`config.mk`:
```
export PLATFORM = sky130hd
export DESIGN_NAME = sme_match_scheduler_flat
export DESIGN_NICKNAME = d
export VERILOG_FILES = /design/src/rtl/sme_pkg.sv /design/src/rtl/sme_match_scheduler_if.sv /design/src/rtl/sme_char_eq.sv /design/src/rtl/sme_match_scheduler.sv /design/src/flat_wrapper.sv
export SDC_FILE = /design/constraint.sdc
export NUM_CORES = 1
export LEC_CHECK = 0
export ABC_AREA = 1
export ABC_CLOCK_PERIOD_IN_PS = 8100
export BUFFER_PORTS_ARGS = -buffer_cell sky130_fd_sc_hd__buf_2
export CAP_MARGIN = 20
export CORE_ASPECT_RATIO = 1.4
export CORE_MARGIN = 2
export CORE_UTILIZATION = 40
export CTS_CLUSTER_DIAMETER = 40
export DETAILED_ROUTE_END_ITERATION = 8
export PLACE_DENSITY = 0.62
export RECOVER_POWER = 100
export SLEW_MARGIN = 0
export SYNTH_ARGS = -nofsm -noshare
export SYNTH_HDL_FRONTEND = slang
export SYNTH_SLANG_ARGS = --single-unit
```
`constraint.sdc`:
```
create_clock -name clk -period 8.1 [get_ports clk]
set_clock_uncertainty 0.2 [all_clocks]
set_input_delay 0.81 -clock clk [delete_from_list [all_inputs] [get_ports clk]]
set_output_delay 0.81 -clock clk [all_outputs]
set_load 0.02 [all_outputs]
```
`src/rtl/sme_pkg.sv`:
```
// Shared constants for the string-match engine: special pattern characters,
// buffer address widths and the scheduler state encoding.
package sme_pkg;

    localparam int STR_AW = 5;
    localparam int PAT_AW = 3;

    localparam logic [7:0] CH_CARET  = 8'h5E;
    localparam logic [7:0] CH_DOLLAR = 8'h24;
    localparam logic [7:0] CH_DOT    = 8'h2E;
    localparam logic [7:0] CH_SPACE  = 8'h20;

    localparam logic [2:0] ST_IDLE  = 3'd0;
    localparam logic [2:0] ST_PREP0 = 3'd1;
    localparam logic [2:0] ST_PREP1 = 3'd2;
    localparam logic [2:0] ST_ANCH  = 3'd3;
    localparam logic [2:0] ST_CMP   = 3'd4;
    localparam logic [2:0] ST_TAIL  = 3'd5;
    localparam logic [2:0] ST_NEXT  = 3'd6;
    localparam logic [2:0] ST_DONE  = 3'd7;

endpackage

```
`src/rtl/sme_match_scheduler_if.sv`:
```
// Bundle between the buffer-load side and the match scheduler: control,
// buffer read addresses with their same-cycle data, and the result port.
interface sme_match_scheduler_if;
    import sme_pkg::*;

    logic              start;
    logic [5:0]        str_len;
    logic [3:0]        pat_len;
    logic [STR_AW-1:0] rd_sidx;
    logic [7:0]        str_char;
    logic [PAT_AW-1:0] rd_pidx;
    logic [7:0]        pat_char;
    logic              busy;
    logic              valid;
    logic              match;
    logic [STR_AW-1:0] match_index;

    // Environment side: loads buffers, kicks off a search, observes the result.
    modport master (
        output start, str_len, pat_len, str_char, pat_char,
        input  rd_sidx, rd_pidx, busy, valid, match, match_index
    );

    // Scheduler side.
    modport slave (
        input  start, str_len, pat_len, str_char, pat_char,
        output rd_sidx, rd_pidx, busy, valid, match, match_index
    );

endinterface

```
`src/rtl/sme_char_eq.sv`:
```
// Single character compare: a dot in the pattern matches any string char.
module sme_char_eq
    import sme_pkg::*;
(
    input  logic [7:0] p_char,
    input  logic [7:0] s_char,
    output logic       eq
);

    assign eq = (p_char == CH_DOT) || (p_char == s_char);

endmodule

```
`src/rtl/sme_match_scheduler.sv`:
```
// Match scheduler: walks the candidate start index over the stored string,
// issuing one buffer read per cycle, resolves '^' / '$' / '.' and reports
// the lowest matching start index.
module sme_match_scheduler
    import sme_pkg::*;
(
    input  logic                 clk,
    input  logic                 reset,
    sme_match_scheduler_if.slave bus
);

    logic [2:0]        state_q, state_d;
    logic [5:0]        s_q, s_d;
    logic [2:0]        k_q, k_d;
    logic              caret_q, caret_d;
    logic              dollar_q, dollar_d;
    logic [5:0]        body_len_q, body_len_d;
    logic [5:0]        str_len_q, str_len_d;
    logic [3:0]        pat_len_q, pat_len_d;
    logic              match_q, match_d;
    logic [STR_AW-1:0] match_index_q, match_index_d;

    logic [STR_AW-1:0] rd_sidx;
    logic [PAT_AW-1:0] rd_pidx;
    logic              chars_eq;
    logic              pat_len_ok;
    logic [PAT_AW-1:0] pat_last;
    logic [STR_AW-1:0] sidx_anch, sidx_cmp, sidx_tail;
    logic [5:0]        s_next, last_start;
    logic [2:0]        nxt;

    // After the body matched: a '$' needs a space read unless the body ends the string.
    function automatic logic [2:0] tail_state(input logic dollar, input logic [5:0] s,
                                              input logic [5:0] len, input logic [5:0] slen);
        if (dollar && ((s + len) < slen)) return ST_TAIL;
        return ST_DONE;
    endfunction

    // First state for candidate s; anchor/body steps that need no read are folded away.
    function automatic logic [2:0] entry_state(input logic caret, input logic dollar,
                                               input logic [5:0] s, input logic [5:0] len,
                                               input logic [5:0] slen);
        if (caret && (s != 6'd0)) return ST_ANCH;
        if (len != 6'd0) return ST_CMP;
        return tail_state(dollar, s, len, slen);
    endfunction

    sme_char_eq u_char_eq (
        .p_char (bus.pat_char),
        .s_char (bus.str_char),
        .eq     (chars_eq)
    );

    assign pat_len_ok = (pat_len_q != 4'd0) && (pat_len_q <= 4'd8);
    assign pat_last   = pat_len_q[PAT_AW-1:0] - 3'd1;
    assign sidx_anch  = s_q[STR_AW-1:0] - 5'd1;
    assign sidx_cmp   = s_q[STR_AW-1:0] + {2'b00, k_q};
    assign sidx_tail  = s_q[STR_AW-1:0] + body_len_q[STR_AW-1:0];
    assign s_next     = s_q + 6'd1;
    assign last_start = str_len_q - body_len_q;

    // Next-state, read-address and result computation for the search FSM.
    always_comb begin
        state_d       = state_q;
        s_d           = s_q;
        k_d           = k_q;
        caret_d       = caret_q;
        dollar_d      = dollar_q;
        body_len_d    = body_len_q;
        str_len_d     = str_len_q;
        pat_len_d     = pat_len_q;
        match_d       = match_q;
        match_index_d = match_index_q;
        rd_sidx       = '0;
        rd_pidx       = '0;
        nxt           = ST_IDLE;

        case (state_q)
            ST_IDLE: begin
                if (bus.start) begin
                    str_len_d = bus.str_len;
                    pat_len_d = bus.pat_len;
                    caret_d   = 1'b0;
                    dollar_d  = 1'b0;
                    s_d       = '0;
                    k_d       = '0;
                    state_d   = ST_PREP0;
                end
            end

            ST_PREP0: begin
                rd_pidx = '0;
                caret_d = pat_len_ok && (bus.pat_char == CH_CARET);
                state_d = ST_PREP1;
            end

            ST_PREP1: begin
                rd_pidx    = pat_last;
                dollar_d   = pat_len_ok && (bus.pat_char == CH_DOLLAR);
                body_len_d = {2'b00, pat_len_q} - {5'd0, caret_q} - {5'd0, dollar_d};
                s_d        = '0;
                k_d        = '0;
                if (!pat_len_ok || (body_len_d > str_len_q)) begin
                    match_d       = 1'b0;
                    match_index_d = '0;
                    state_d       = ST_DONE;
                end else begin
                    nxt     = entry_state(caret_q, dollar_d, 6'd0, body_len_d, str_len_q);
                    state_d = nxt;
                    if (nxt == ST_DONE) begin
                        match_d       = 1'b1;
                        match_index_d = '0;
                    end
                end
            end

            ST_ANCH: begin
                rd_sidx = sidx_anch;
                k_d     = '0;
                if (bus.str_char == CH_SPACE) begin
                    nxt     = entry_state(1'b0, dollar_q, s_q, body_len_q, str_len_q);
                    state_d = nxt;
                    if (nxt == ST_DONE) begin
                        match_d       = 1'b1;
                        match_index_d = s_q[STR_AW-1:0];
                    end
                end else begin
                    state_d = ST_NEXT;
                end
            end

            ST_CMP: begin
                rd_sidx = sidx_cmp;
                rd_pidx = k_q + {2'b00, caret_q};
                if (!chars_eq) begin
                    state_d = ST_NEXT;
                end else if ({3'b000, k_q} == (body_len_q - 6'd1)) begin
                    nxt     = tail_state(dollar_q, s_q, body_len_q, str_len_q);
                    state_d = nxt;
                    if (nxt == ST_DONE) begin
                        match_d       = 1'b1;
                        match_index_d = s_q[STR_AW-1:0];
                    end
                end else begin
                    k_d = k_q + 3'd1;
                end
            end

            ST_TAIL: begin
                rd_sidx = sidx_tail;
                if (bus.str_char == CH_SPACE) begin
                    match_d       = 1'b1;
                    match_index_d = s_q[STR_AW-1:0];
                    state_d       = ST_DONE;
                end else begin
                    state_d = ST_NEXT;
                end
            end

            ST_NEXT: begin
                k_d = '0;
                if (s_next > last_start) begin
                    match_d       = 1'b0;
                    match_index_d = '0;
                    state_d       = ST_DONE;
                end else begin
                    s_d     = s_next;
                    nxt     = entry_state(caret_q, dollar_q, s_next, body_len_q, str_len_q);
                    state_d = nxt;
                    if (nxt == ST_DONE) begin
                        match_d       = 1'b1;
                        match_index_d = s_next[STR_AW-1:0];
                    end
                end
            end

            ST_DONE: begin
                state_d = ST_IDLE;
            end

            default: begin
                state_d = ST_IDLE;
            end
        endcase
    end

    // State and result registers with synchronous reset.
    always_ff @(posedge clk) begin
        if (reset) begin
            state_q       <= ST_IDLE;
            s_q           <= '0;
            k_q           <= '0;
            caret_q       <= 1'b0;
            dollar_q      <= 1'b0;
            body_len_q    <= '0;
            str_len_q     <= '0;
            pat_len_q     <= '0;
            match_q       <= 1'b0;
            match_index_q <= '0;
        end else begin
            state_q       <= state_d;
            s_q           <= s_d;
            k_q           <= k_d;
            caret_q       <= caret_d;
            dollar_q      <= dollar_d;
            body_len_q    <= body_len_d;
            str_len_q     <= str_len_d;
            pat_len_q     <= pat_len_d;
            match_q       <= match_d;
            match_index_q <= match_index_d;
        end
    end

    assign bus.rd_sidx     = rd_sidx;
    assign bus.rd_pidx     = rd_pidx;
    assign bus.busy        = (state_q != ST_IDLE);
    assign bus.valid       = (state_q == ST_DONE);
    assign bus.match       = match_q;
    assign bus.match_index = match_index_q;

endmodule
```
`src/flat_wrapper.sv`:
```
// flat-port wrapper written by rule: the top's interface ports become plain ports
module sme_match_scheduler_flat import sme_pkg::*;
  (clk, reset, bus_start, bus_str_len, bus_pat_len, bus_str_char, bus_pat_char, bus_rd_sidx, bus_rd_pidx, bus_busy, bus_valid, bus_match, bus_match_index);
  sme_match_scheduler_if bus_i ();
  input  logic clk;
  input  logic reset;
  input wire logic [$bits(bus_i.start)-1:0] bus_start;
  input wire logic [$bits(bus_i.str_len)-1:0] bus_str_len;
  input wire logic [$bits(bus_i.pat_len)-1:0] bus_pat_len;
  input wire logic [$bits(bus_i.str_char)-1:0] bus_str_char;
  input wire logic [$bits(bus_i.pat_char)-1:0] bus_pat_char;
  output wire logic [$bits(bus_i.rd_sidx)-1:0] bus_rd_sidx;
  output wire logic [$bits(bus_i.rd_pidx)-1:0] bus_rd_pidx;
  output wire logic [$bits(bus_i.busy)-1:0] bus_busy;
  output wire logic [$bits(bus_i.valid)-1:0] bus_valid;
  output wire logic [$bits(bus_i.match)-1:0] bus_match;
  output wire logic [$bits(bus_i.match_index)-1:0] bus_match_index;
  assign bus_i.start = bus_start;
  assign bus_i.str_len = bus_str_len;
  assign bus_i.pat_len = bus_pat_len;
  assign bus_i.str_char = bus_str_char;
  assign bus_i.pat_char = bus_pat_char;
  assign bus_rd_sidx = bus_i.rd_sidx;
  assign bus_rd_pidx = bus_i.rd_pidx;
  assign bus_busy = bus_i.busy;
  assign bus_valid = bus_i.valid;
  assign bus_match = bus_i.match;
  assign bus_match_index = bus_i.match_index;
  sme_match_scheduler u_core (.clk(clk), .reset(reset), .bus(bus_i));
endmodule
```
==> results.md <==
* Status: completed
* Largest net degree at the start of global routing at 24
* Synth top area share at 18.6%
* Initial antenna violation count at 0
* CP peak stage delay at 920 ps
* Port Buffers at 44
* CTS tree: yes
* Initial DRC count at 133
* Power Dens Cells at 336 nW/um2
* Yosys reg bits at 36
* Area after DPL at 4190 um2
* Num ports at 45
* Critical path startpoint category: flop
* Vias in the first global route at 4094
* Post-CTS Hold Fix Bufs at 0
* Antenna Cells at 0
* Clock Tree Root: clkbuf_16
* Hold Path Class: flop to flop
* Final ANT Viol Nets at 0
* Ys Warns at 0
* Syn_area_per_cell at 6.33 um2
* Worst vdd ir at 0.000118 V
* Die width at 87.2 um
* Setup bufs post-CTS at 0
* Top cells by area, synth: dfxtp_1 (19%), ha_1 (16%), nand2_1 (15%), inv_1 (10%), a21oi_1 (5.8%)
* CP Cell Sequence: inv_1 > nor3_1 > inv_1 > nor2_1 > a21oi_1 > ha_1 > inv_1 > fa_1 > inv_1 > nand2_1 > nand2_1 > a21oi_1 > xor2_1 > nor2_1 > clkbuf_1
* Reg-to-Reg End: u_core.bus.match_index[0]
* RSZ-0062 raised after global routing: false
* Final instance area at 4290 um2
* Clock Sinks at 36
* CTS Buf Count at 5
* Distinct cells, synth at 37
* Final wirelength at 11.1 mm
* LEAKAGE at 0.00235 uW
* Top_reg_cell synth: dfxtp_1
* Worst setup startpoint: u_core.state_q[2]
* Synth async-reset ratio at 0%
* Clk Latency, worst-skew pair at 290 ps
* Largest area contributor in the netlist: dfxtp_1
* Die ar. at 10500 um2
* Final TNS setup at 0 ps
* Syn Nets at 696
* Layout cell share with drive strength beyond 1 at 7.63%
* R2r worst-path depth at 21
* Die H at 120 um
* CTS Buffer Depth at 2
* # H-tree levels at 2
* Slew @ Worst Pin at 1190 ps
* Initial core utilization at 41.0%
* Drt first pass iters at 4
* CP max stage cell: nor3_1
* Max Cap Violations at 0
* Sequential area share after synthesis at 18.6%
* Worst Path Buf+Inv at 5
* Total number of vias at 4036
* Post-detail-place hpwl at 9.02 mm
* Worst hold margin at 307 ps
* Cell family with most CP delay: simple AND/OR/NAND/NOR gates
* Final worst slack at 3440 ps
* Mapped cell area at 3880 um2
* Post-Synthesis Cells at 612
* Stages on worst setup path at 15
* Number of flops mapped to enable cells by yosys at 0
* Final GP Congestion at 0.946
* Row count at 42
* CP arrival at 3650 ps
* P&R area growth vs syn at 10.7%
* Average vias per placed instance at 5.28
* Core area at 9460 um2
* Final nets at 738
* Pre-CTS setup slack at 4040 ps
* # resized after CTS at 0
* Slew HR at 20.4%
* Tot GR Track Use at 22.6%
* Global-route wire length before repair at 18.3 mm
* Wire length per cell at 14.5 um
* Drt drc at 0
* Worst reg2reg startpoint: u_core.pat_len_q[0]
* Setup slack, reg-to-reg at 4220 ps
* Worst path required time at 7090 ps
* GRT overflow at 0
* Worst Path Max Fanout at 9
* Final Setup Violations at 0
* Tcrit/Tclk final at 57.6%
* Clk slew on worst S/H paths at 60 ps
* Min cycle time layout at 4660 ps
* F_max at 0.214 GHz
* Kind of critical path: flop to primary output
* CP endpoint kind: primary output
* CP Capture Point: bus_rd_sidx[4]
* Most frequent CP cell: inv_1
* Fin. max-slew vios at 0
* Final Hold Vio Count at 0
## cell usage after synthesis, types with 2 or more instances
cell	number
o21a_1	2
nor2_1	57
a21oi_1	45
nand3_1	34
inv_1	107
dfxtp_1	36
nor3_1	6
nor2_4	2
a31oi_1	2
xnor2_1	9
nand3_4	2
inv_2	5
ha_1	51
fa_1	4
nand2_1	152
xor2_1	12
o21ai_0	31
nand4_1	16
o21bai_1	5
a22oi_1	7
clkbuf_1	6
nand2_2	2
nor2_2	5
## metal layers
metal / vias to the layer above / global-route usage [%] / share of wire, %
li1: 2060 / - / -
met1: 1830 / 22.7 / 39
met2: 102 / 41.8 / 51
met3: 44 / 3.55 / 3.9
met4: 0 / 14.6 / 6.3
met5: - / 0 / 0
## worst reg2reg max path, delay by kind of cell (launching register included)
family | cells | cell delay, ps
xor+xnor | 1 | 180
flops | 1 | 310
compound gates | 2 | 490
fa+ha+maj | 3 | 720
simple gates | 11 | 1560
buf+inv | 4 | 320
## cell usage in the layout, fill, tap and decap left out, types with 2 or more instances in the layout
| cell | n |
|---|---|
| a21oi_1 | 45 |
| a22oi_1 | 7 |
| a31oi_1 | 2 |
| buf_2 | 30 |
| clkbuf_1 | 14 |
| clkbuf_16 | 5 |
| clkinvlp_4 | 2 |
| dfxtp_1 | 36 |
| fa_1 | 4 |
| ha_1 | 51 |
| inv_1 | 109 |
| inv_2 | 3 |
| nand2_1 | 152 |
| nand2_2 | 2 |
| nand3_1 | 36 |
| nand4_1 | 16 |
| nor2_1 | 60 |
| nor2_2 | 3 |
| nor3_1 | 7 |
| o21a_1 | 2 |
| o21ai_0 | 31 |
| o21bai_1 | 5 |
| xnor2_1 | 9 |
| xor2_1 | 12 |
## metrics by stage
step	power, uW	cells	util, %
6_report	1440	765	45.3
5_1_grt	1610	765	45.3
4_1_cts	1470	765	46.0
3_5_place_dp	1250	757	44.3
3_3_place_gp	1230	757	44.3
2_1_floorplan	1000	612	-
## cells by family (layout without fill, tap and decap cells)
| group | count (synthesis) | count (layout) | share of synthesized area [%] |
|---|---|---|---|
| AOI/OAI and AO/OA | 95 | 95 | 13.5 |
| adders and majority gates | 55 | 55 | 18.5 |
| buffers and inverters | 121 | 164 | 11.9 |
| DFF | 36 | 36 | 18.6 |
| xor gates and xnor gates | 21 | 21 | 4.75 |
| and+or+nand+nor | 284 | 284 | 32.8 |
## layout make-up
class                      count  area [um2]
clock inverter                 2        15.0
fill                        1010        5170
timing repair buffer          44         203
clock buffer                   6         139
tap                          110         138
multi-input combinational    455        2650
inverter                     112         420
sequential                    36         721
## worst min-delay path by stage
stage,start,slack [ps],cells after the start,to
floorplan,u_core.pat_len_q[2],270,2,u_core.pat_len_q[2]
global placement,u_core.pat_len_q[2],280,2,u_core.pat_len_q[2]
detailed placement,u_core.pat_len_q[2],300,2,u_core.pat_len_q[2]
CTS,u_core.pat_len_q[2],300,2,u_core.pat_len_q[2]
global route,u_core.pat_len_q[2],330,2,u_core.pat_len_q[2]
finish,u_core.pat_len_q[2],310,2,u_core.pat_len_q[2]
## where the power goes
| part | internal, uW | total [uW] | switching, uW |
|---|---|---|---|
| registers | 228 | 289 | 60.3 |
| clock network | 122 | 204 | 82.0 |
| logic | 333 | 947 | 614 |
| total | 684 | 1440 | 757 |
## state kept, by name (all words and copies together) (netlist names), 3 cells and up
signal,cells
u_core.body_len_q,6
u_core.s_q,6
u_core.state_q,3
u_core.k_q,3
u_core.str_len_q,6
u_core.bus.match_index,5
u_core.pat_len_q,4
Note: power is estimated with default switching activity, not from simulation.
